`config.mk`:
```
export PLATFORM = sky130hd
export DESIGN_NAME = rv32i_multicycle_ctrl
export DESIGN_NICKNAME = d
export VERILOG_FILES = /design/src/rtl/rv32i_multicycle_ctrl.sv
export SDC_FILE = /design/constraint.sdc
export NUM_CORES = 1
export LEC_CHECK = 0
export CAP_MARGIN = 25
export CORE_AREA = 2 2 78 80
export CTS_CLUSTER_SIZE = 8
export DETAILED_ROUTE_END_ITERATION = 10
export DIE_AREA = 0 0 80 82
export PLACE_DENSITY = 0.77
export SYNTH_ARGS = -nofsm -noshare
export SYNTH_HDL_FRONTEND = slang
export SYNTH_SLANG_ARGS = --single-unit
```
`constraint.sdc`:
```
create_clock -name clk -period 1.9 [get_ports clk]
set_clock_uncertainty 0.15 [all_clocks]
set_input_delay 0.38 -clock clk [delete_from_list [all_inputs] [get_ports clk]]
set_output_delay 0.38 -clock clk [all_outputs]
set_load 0.1 [all_outputs]
```
`src/rtl/rv32i_multicycle_ctrl.sv`:
```
// Multi-cycle main controller for an RV32I core.
// Walks one instruction at a time through fetch / decode / execute / memory /
// writeback, driving the shared-datapath steering signals as Moore decodes of
// the current state. It also counts retired instructions and parks in a sticky
// trap state on an illegal opcode or on a memory handshake that never completes.
module rv32i_multicycle_ctrl #(
  parameter int MEM_TIMEOUT = 16,
  parameter int CNT_W       = 32
) (
  input  logic             clk,
  input  logic             rst_n,
  input  logic             run,
  input  logic [6:0]       opcode,
  input  logic [2:0]       funct3,
  input  logic             zero,
  input  logic             mem_ready,
  output logic             mem_req,
  output logic             mem_we,
  output logic             ir_write,
  output logic             pc_write,
  output logic [1:0]       pc_src,
  output logic [1:0]       alu_op,
  output logic [1:0]       alu_src_a,
  output logic [1:0]       alu_src_b,
  output logic             reg_write,
  output logic [1:0]       wb_sel,
  output logic [3:0]       state_o,
  output logic             trap,
  output logic [1:0]       trap_cause,
  output logic [CNT_W-1:0] instret
);

  localparam logic [3:0] S_IDLE     = 4'd0;
  localparam logic [3:0] S_FETCH    = 4'd1;
  localparam logic [3:0] S_DECODE   = 4'd2;
  localparam logic [3:0] S_EXEC_R   = 4'd3;
  localparam logic [3:0] S_EXEC_I   = 4'd4;
  localparam logic [3:0] S_EXEC_U   = 4'd5;
  localparam logic [3:0] S_MEM_ADDR = 4'd6;
  localparam logic [3:0] S_MEM_RD   = 4'd7;
  localparam logic [3:0] S_MEM_WR   = 4'd8;
  localparam logic [3:0] S_WB_ALU   = 4'd9;
  localparam logic [3:0] S_WB_MEM   = 4'd10;
  localparam logic [3:0] S_BRANCH   = 4'd11;
  localparam logic [3:0] S_JAL      = 4'd12;
  localparam logic [3:0] S_JALR     = 4'd13;
  localparam logic [3:0] S_TRAP     = 4'd14;

  localparam logic [6:0] OP_R      = 7'b0110011;
  localparam logic [6:0] OP_I      = 7'b0010011;
  localparam logic [6:0] OP_LUI    = 7'b0110111;
  localparam logic [6:0] OP_AUIPC  = 7'b0010111;
  localparam logic [6:0] OP_LOAD   = 7'b0000011;
  localparam logic [6:0] OP_STORE  = 7'b0100011;
  localparam logic [6:0] OP_BRANCH = 7'b1100011;
  localparam logic [6:0] OP_JAL    = 7'b1101111;
  localparam logic [6:0] OP_JALR   = 7'b1100111;

  localparam logic [1:0] CAUSE_ILLEGAL = 2'b01;
  localparam logic [1:0] CAUSE_BUS     = 2'b10;

  // Wait counter holds 0..MEM_TIMEOUT-1; the last value marks the final allowed wait.
  localparam int             TW       = $clog2(MEM_TIMEOUT + 1);
  localparam logic [TW-1:0]  TMO_LAST = TW'(MEM_TIMEOUT - 1);
  localparam logic [TW-1:0]  TMO_ONE  = TW'(1);
  localparam logic [CNT_W-1:0] CNT_ONE = CNT_W'(1);

  logic [3:0]       state_r;
  logic [3:0]       state_nxt_s;
  logic [TW-1:0]    tmo_r;
  logic [TW-1:0]    tmo_nxt_s;
  logic [1:0]       cause_r;
  logic [1:0]       cause_nxt_s;
  logic [CNT_W-1:0] instret_r;
  logic             retire_s;
  logic [3:0]       after_retire_s;
  logic             tmo_last_s;

  // Conditional branch outcome: BEQ takes on zero, BNE on non-zero.
  function automatic logic branch_taken(input logic [2:0] f3, input logic z);
    return ((f3 == 3'b000) && z) || ((f3 == 3'b001) && !z);
  endfunction

  assign after_retire_s = run ? S_FETCH : S_IDLE;
  assign tmo_last_s     = (tmo_r == TMO_LAST);

  // Next-state, wait-counter, trap-cause and retire decisions.
  always_comb begin
    state_nxt_s = state_r;
    tmo_nxt_s   = {TW{1'b0}};
    cause_nxt_s = cause_r;
    retire_s    = 1'b0;
    case (state_r)
      S_IDLE: state_nxt_s = run ? S_FETCH : S_IDLE;
      S_FETCH: begin
        if (mem_ready) begin
          state_nxt_s = S_DECODE;
        end else if (tmo_last_s) begin
          state_nxt_s = S_TRAP;
          cause_nxt_s = CAUSE_BUS;
        end else begin
          tmo_nxt_s = tmo_r + TMO_ONE;
        end
      end
      S_DECODE: begin
        case (opcode)
          OP_R:              state_nxt_s = S_EXEC_R;
          OP_I:              state_nxt_s = S_EXEC_I;
          OP_LUI, OP_AUIPC:  state_nxt_s = S_EXEC_U;
          OP_LOAD, OP_STORE: state_nxt_s = S_MEM_ADDR;
          OP_BRANCH: begin
            if ((funct3 == 3'b000) || (funct3 == 3'b001)) begin
              state_nxt_s = S_BRANCH;
            end else begin
              state_nxt_s = S_TRAP;
              cause_nxt_s = CAUSE_ILLEGAL;
            end
          end
          OP_JAL:  state_nxt_s = S_JAL;
          OP_JALR: state_nxt_s = S_JALR;
          default: begin
            state_nxt_s = S_TRAP;
            cause_nxt_s = CAUSE_ILLEGAL;
          end
        endcase
      end
      S_EXEC_R, S_EXEC_I, S_EXEC_U: state_nxt_s = S_WB_ALU;
      S_MEM_ADDR: state_nxt_s = opcode[5] ? S_MEM_WR : S_MEM_RD;
      S_MEM_RD: begin
        if (mem_ready) begin
          state_nxt_s = S_WB_MEM;
        end else if (tmo_last_s) begin
          state_nxt_s = S_TRAP;
          cause_nxt_s = CAUSE_BUS;
        end else begin
          tmo_nxt_s = tmo_r + TMO_ONE;
        end
      end
      S_MEM_WR: begin
        if (mem_ready) begin
          state_nxt_s = after_retire_s;
          retire_s    = 1'b1;
        end else if (tmo_last_s) begin
          state_nxt_s = S_TRAP;
          cause_nxt_s = CAUSE_BUS;
        end else begin
          tmo_nxt_s = tmo_r + TMO_ONE;
        end
      end
      S_WB_ALU, S_WB_MEM, S_BRANCH, S_JAL, S_JALR: begin
        state_nxt_s = after_retire_s;
        retire_s    = 1'b1;
      end
      S_TRAP:  state_nxt_s = S_TRAP;
      default: state_nxt_s = S_IDLE;
    endcase
  end

  // State, wait counter, trap cause and retired-instruction counter.
  always_ff @(posedge clk or negedge rst_n) begin
    if (!rst_n) begin
      state_r   <= S_IDLE;
      tmo_r     <= {TW{1'b0}};
      cause_r   <= 2'b00;
      instret_r <= {CNT_W{1'b0}};
    end else begin
      state_r   <= state_nxt_s;
      tmo_r     <= tmo_nxt_s;
      cause_r   <= cause_nxt_s;
      instret_r <= retire_s ? (instret_r + CNT_ONE) : instret_r;
    end
  end

  // Datapath steering decoded from the current state (Mealy only for the handshake and branch).
  always_comb begin
    mem_req   = 1'b0;
    mem_we    = 1'b0;
    ir_write  = 1'b0;
    pc_write  = 1'b0;
    pc_src    = 2'b00;
    alu_op    = 2'b00;
    alu_src_a = 2'b00;
    alu_src_b = 2'b00;
    reg_write = 1'b0;
    wb_sel    = 2'b00;
    case (state_r)
      S_FETCH: begin
        mem_req   = 1'b1;
        alu_src_b = 2'b10;
        ir_write  = mem_ready;
        pc_write  = mem_ready;
      end
      S_DECODE: alu_src_b = 2'b01;
      S_EXEC_R: begin
        alu_src_a = 2'b01;
        alu_op    = 2'b10;
      end
      S_EXEC_I: begin
        alu_src_a = 2'b01;
        alu_src_b = 2'b01;
        alu_op    = 2'b10;
      end
      S_EXEC_U: begin
        alu_src_a = opcode[5] ? 2'b10 : 2'b00;
        alu_src_b = 2'b01;
      end
      S_MEM_ADDR: begin
        alu_src_a = 2'b01;
        alu_src_b = 2'b01;
      end
      S_MEM_RD: mem_req = 1'b1;
      S_MEM_WR: begin
        mem_req = 1'b1;
        mem_we  = 1'b1;
      end
      S_WB_ALU: reg_write = 1'b1;
      S_WB_MEM: begin
        reg_write = 1'b1;
        wb_sel    = 2'b01;
      end
      S_BRANCH: begin
        alu_src_a = 2'b01;
        alu_op    = 2'b01;
        pc_src    = 2'b01;
        pc_write  = branch_taken(funct3, zero);
      end
      S_JAL: begin
        reg_write = 1'b1;
        wb_sel    = 2'b10;
        pc_write  = 1'b1;
        pc_src    = 2'b01;
      end
      S_JALR: begin
        alu_src_a = 2'b01;
        alu_src_b = 2'b01;
        reg_write = 1'b1;
        wb_sel    = 2'b10;
        pc_write  = 1'b1;
        pc_src    = 2'b10;
      end
      default: mem_req = 1'b0;
    endcase
  end

  assign state_o    = state_r;
  assign trap       = (state_r == S_TRAP);
  assign trap_cause = cause_r;
  assign instret    = instret_r;

endmodule

```
### After elaboration in Yosys (flattened, before gate mapping)

Index checks and enable logic that the tools add are counted.

* bits in registers: 43
* bits of input ports: 15

* add/sub/neg operators: 2
* equal/unequal tests: 29
* multiplexer cells: 30
* reduce and logical (&&, ||, !) cells: 22

Operator list (count)
* 32-bit by 1-bit adder with 32-bit output, second input constant: 1
* 4-bit one-hot mux with 8 select lines: 1
* 4-bit equality test, second input constant: 7
* 2-bit one-hot mux with 2 select lines: 7
* 4-bit one-hot mux with 7 select lines: 1
* 7-bit by 6-bit equality test with 1-bit output, second input constant: 3
* 7-bit equality test, second input constant: 3
* 4-bit two-way mux: 5
* 4-bit by 3-bit equality test with 1-bit output, second input constant: 4
* 5-bit two-way mux: 3
* 5-bit OR reduction: 3
* 7-bit by 5-bit equality test with 1-bit output, second input constant: 2
* 2-bit OR reduction: 5
* 4-bit by 2-bit equality test with 1-bit output, second input constant: 2
* 2-bit two-way mux: 4
* 8-bit OR reduction: 1
* 7-bit by 2-bit equality test with 1-bit output, second input constant: 1
* 1-bit two-way mux: 6
* 3-bit OR reduction: 2
* 6-bit OR reduction: 1
* 5-bit by 1-bit adder with 5-bit output, second input constant: 1
* 5-bit by 4-bit equality test with 1-bit output, second input constant: 1
* 5-bit AND reduction: 1
* 4-bit by 1-bit equality test with 1-bit output, second input constant: 1
* 14 further kinds: 17

### Depth between registers and ports, before layout

* depth after elaboration: 5
* depth in mapped cells: 6
* mapped depth without buffers: 5

### Worst setup path before layout

Ideal clock, no wire load.

* path kind: reg2out
* start point: register state_r[0] (netlist: state_o[0])
* end point: output port pc_write
* arrival: 3.677 ns
* data required time: 1.370 ns
* slack: -2.307 ns
* stages on the path, launching flop included: 5
* buffers on the path: 1
* path through: dfrtp_1 > clkbuf_1 > nand2_1 > nor2_1 > o2bb2ai_1

* word-level cells in the longest chain between the ends: 3
* elaborated cells on any way between the ends: 6
* those cells by class: eq/ne: 4; mux: 1; reduce/logical: 1

RTL lines
* from (decl): line 68 `logic [3:0] state_r;`
* from (signal assigned): line 167 `state_r <= state_nxt_s;`
* 4-bit equality test: line 186 `case (state_r)`
* 2-bit OR reduction (no source line)
* 1-bit one-hot mux with 3 select lines (*): line 186
* to (decl): line 20 `output logic pc_write,`

Mark *: on every way between the ends. The rest lies on a longest branch, timed or not.

### Final worst setup path

* start point: register state_r[1] (netlist: state_o[1])
* end point: output port alu_src_a[0]

* word-level cells in the longest chain between the ends: 3
* elaborated cells on any way between the ends: 8
* those cells by class: eq/ne: 6; mux: 1; reduce/logical: 1

RTL lines
* 4-bit equality test (tied with other cells): line 186
* 5-bit OR reduction (no source line)
* 2-bit one-hot mux with 2 select lines (*): line 186
* to (decl): line 23 `output logic [1:0] alu_src_a,`

Marks and branches as above.

==> flow_summary.yaml <==
cells_and_area:
  finalNonFillerCells: 470
  diodes: 0
  syn_to_final_growth_pct: 110
  layout-drive-gt1-share_pct: 63.0
  fillCellCount: 252
  fin_nets: 411
place:
  gp_congestion: 0.820
  dpl.hpwl_um: 5650
  portBuffers: 68
  dp.cells: 439
floorplanning:
  rows: 28
  coreArea_sq_um: 5750
  die_x_um: 80
  die-area_sq_um: 6560
  start_util_pct: 42.0
  die_y_um: 82
  io_pins: 69
clock_network:
  clock_latency_ns: 0.31
  cts_tree: "yes"
  clock-root-buffer: "clkbuf_8"
  clkSlewWorstSetupHoldPaths_ns: 0.08
  htree_levels: 2
  clock-sinks: 43
  clock_path_buffers: 2
  cts_buffers: 5
logic_synthesis:
  synth.most_common_cell: "dfrtp_1"
  synth.avg_cell_area_sq_um: 9.97
  async_flop_share_pct: 100
  synth_top_cell_by_area: "dfrtp_1"
  netlist_area_sq_um: 2410
  synth_common_cells: "dfrtp_1, xnor2_1, nand3_1, nor2_1, nand2_1"
  synth_seq_area_share_pct: 44.6
  synth_ff_type: "dfrtp_1"
  synth.distinct_cells: 48
  synthCells: 242
  synth-seq-cells: 43
  synth_warnings: 0
  synth_top_cell_area_share_pct: 44.6
  syn_nets: 259
  synth.area.top_cells: "dfrtp_1, xnor2_1, nand3_1, xor2_1, nor2_1"
  synth_edf_count: 0
pwr:
  p_sw_share_pct: 49.9
  power_mw: 6.69
  p_int_mw: 3.35
  clock_power_share_pct: 8.7
  pwr_density_cell_nw_per_um2: 1320
  p_switching_mw: 3.34
  p_leak_nw: 2.22
  peakVddDrop_mv: 1.83
  p_comb_share_pct: 71.9
  seqPwrFrac_pct: 19.4
timing:
  setup_violations: 52
  slew_violations: 0
  finalHoldViolations: 0
  slew_headroom_pct: 66.0
  min_period_ns: 2.26
  rsz0062_at_grt: "true"
  fmax_ghz: 0.443
  tightest_slew_ns: 0.510
  worst_slack_ns: -0.358
  post-route-period-util_pct: 119
route:
  routedWlPerCell_um: 21.0
  drt-total-wl_um: 9850
  drc_errors: 0
  vias: 2648
  drt_pass1_iterations: 4
  detail-route-antenna-nets: 0
  drtIter0Drc: 133
  via_per_inst: 5.63
worst_setup_path:
  reg2reg_slack_ns: -0.29
  cp_max_fo: 6
  end_kind: "primary output"
  cp.required_ns: 1.37
  worst_setup_path_start_kind: "register"
  worst_ep_arrival_time_ns: 1.73
  crit_type: "register to primary output"
global_routing:
  first_global_vias: 2788
  grt.total_usage_pct: 26.5
  grt_max_degree: 23
  overflow: 0
  antenna_found_initial: 0
  grt_pass1_wl_um: 13300
run_status:
  violations: "setup timing"
  outcome: "finished with violations"
flow_run:
  cap_violations: 0
worst_hold_path:
  min_path_type: "register to register"
==> power groups by stage <==
stage                     registers, mW  logic [mW]  clock network (mW)
after floorplan                    1.87        1.73                   0
after global placement             1.27        3.82                   0
after detailed placement           1.27        3.87                   0
after CTS                          1.26        4.38               0.569
after global routing               1.31        4.93               0.620
final                              1.30        4.81               0.579
==> path summary, 6_finish.rpt <==
path | endpoint | start | cells past startpoint
worst max register to register | instret[15] | state_o[1] | 8
worst min-delay path | tmo_r[0] | tmo_r[0] | 1
max in group asynchronous | instret[20] | rst_n | 3
min in group asynchronous | instret[3] | rst_n | 2
worst min register to register | tmo_r[0] | tmo_r[0] | 1
worst max-delay path | alu_src_a[0] | state_o[1] | 6
==> metal layers <==
layer	vias up	global-route usage, %	part of all wire [%]	wire length (um)
met1	1310	27.4	36	3510
met5	-	0	0	0
li1	1170	-	-	-
met4	0	12.2	3.3	325
met3	29	6.37	6.2	615
met2	139	50.3	55	5400
==> critical path, stage by stage (launching register included) <==
cell	delay [ns]
dfrtp_4	0.55
buf_4	0.18
nand2b_4	0.08
buf_6	0.10
o21ai_2	0.07
a22o_4	0.27
buf_12	0.16
==> layout by cell type (no fill, tap or decap), types with 3 or more instances in the layout <==
| master | instances |
|---|---|
| and4_4 | 3 |
| inv_1 | 4 |
| nand4_1 | 9 |
| clkdlybuf4s50_1 | 13 |
| nand3_2 | 6 |
| nand2_1 | 13 |
| nor2b_4 | 3 |
| buf_6 | 27 |
| nand3_1 | 11 |
| o21ai_0 | 8 |
| buf_4 | 51 |
| dfrtp_2 | 20 |
| buf_12 | 56 |
| nor2b_1 | 3 |
| clkbuf_8 | 5 |
| dfrtp_4 | 10 |
| nor2_1 | 10 |
| and3_4 | 3 |
| dfrtp_1 | 13 |
| and3_1 | 6 |
| nand2b_4 | 5 |
| nand3_4 | 3 |
| nor3_4 | 6 |
| xor2_1 | 10 |
| nor2_4 | 10 |
| buf_8 | 3 |
| xnor2_2 | 9 |
| xnor2_1 | 15 |
==> cell families after synthesis <==
kind of cell	synth area share [%]
mux	0.467
fa+ha+maj	1.04
xor+xnor	12.7
flops	44.6
simple gates	30.7
buf+inv	2.33
compound gates	8.20
==> flip-flops by register name, summed over array words and instances (netlist names) <==
register,count
tmo_r,5
state_o,4
trap_cause,2
instret,32
==> cell type report <==
cell class / instances / area [sq um] / share of cell area (%)
clock buffers: 7 / 76.3 / 1.50
well taps: 75 / 93.8 / 1.85
clock inverters: 1 / 5.00 / 0.0986
repair buffers: 152 / 2000 / 39.4
inverters: 6 / 33.8 / 0.666
flip-flops and latches: 43 / 1140 / 22.4
multi-input cells: 186 / 1730 / 34.1
==> per-stage QoR <==
step	setup WS [ns]	hold WS (ns)	instance area (sq um)	TNS, ns	utilization [%]
2_1_floorplan	-1.06	-0.0656	2690	-16.93	-
3_3_place_gp	-0.311	0.216	4420	-6.70	76.9
6_report	-0.358	0.326	5080	-10.65	88.3
5_1_grt	-0.401	0.350	5080	-12.98	88.3
4_1_cts	-0.289	0.323	4800	-6.64	83.5
3_5_place_dp	-0.397	0.222	4420	-8.05	76.9
==> timing repair <==
item / 4_1_cts / 5_1_grt
endpoints found under the hold margin: 21 / 0
endpoints found under the setup margin: 35 / 55
buffers inserted: 16 / 7
hold buffers: 1 / 0
cloned: 0 / 0
pin swaps: 17 / 32
resized for setup: 41 / 48
Power figures use the tool's default switching activity.
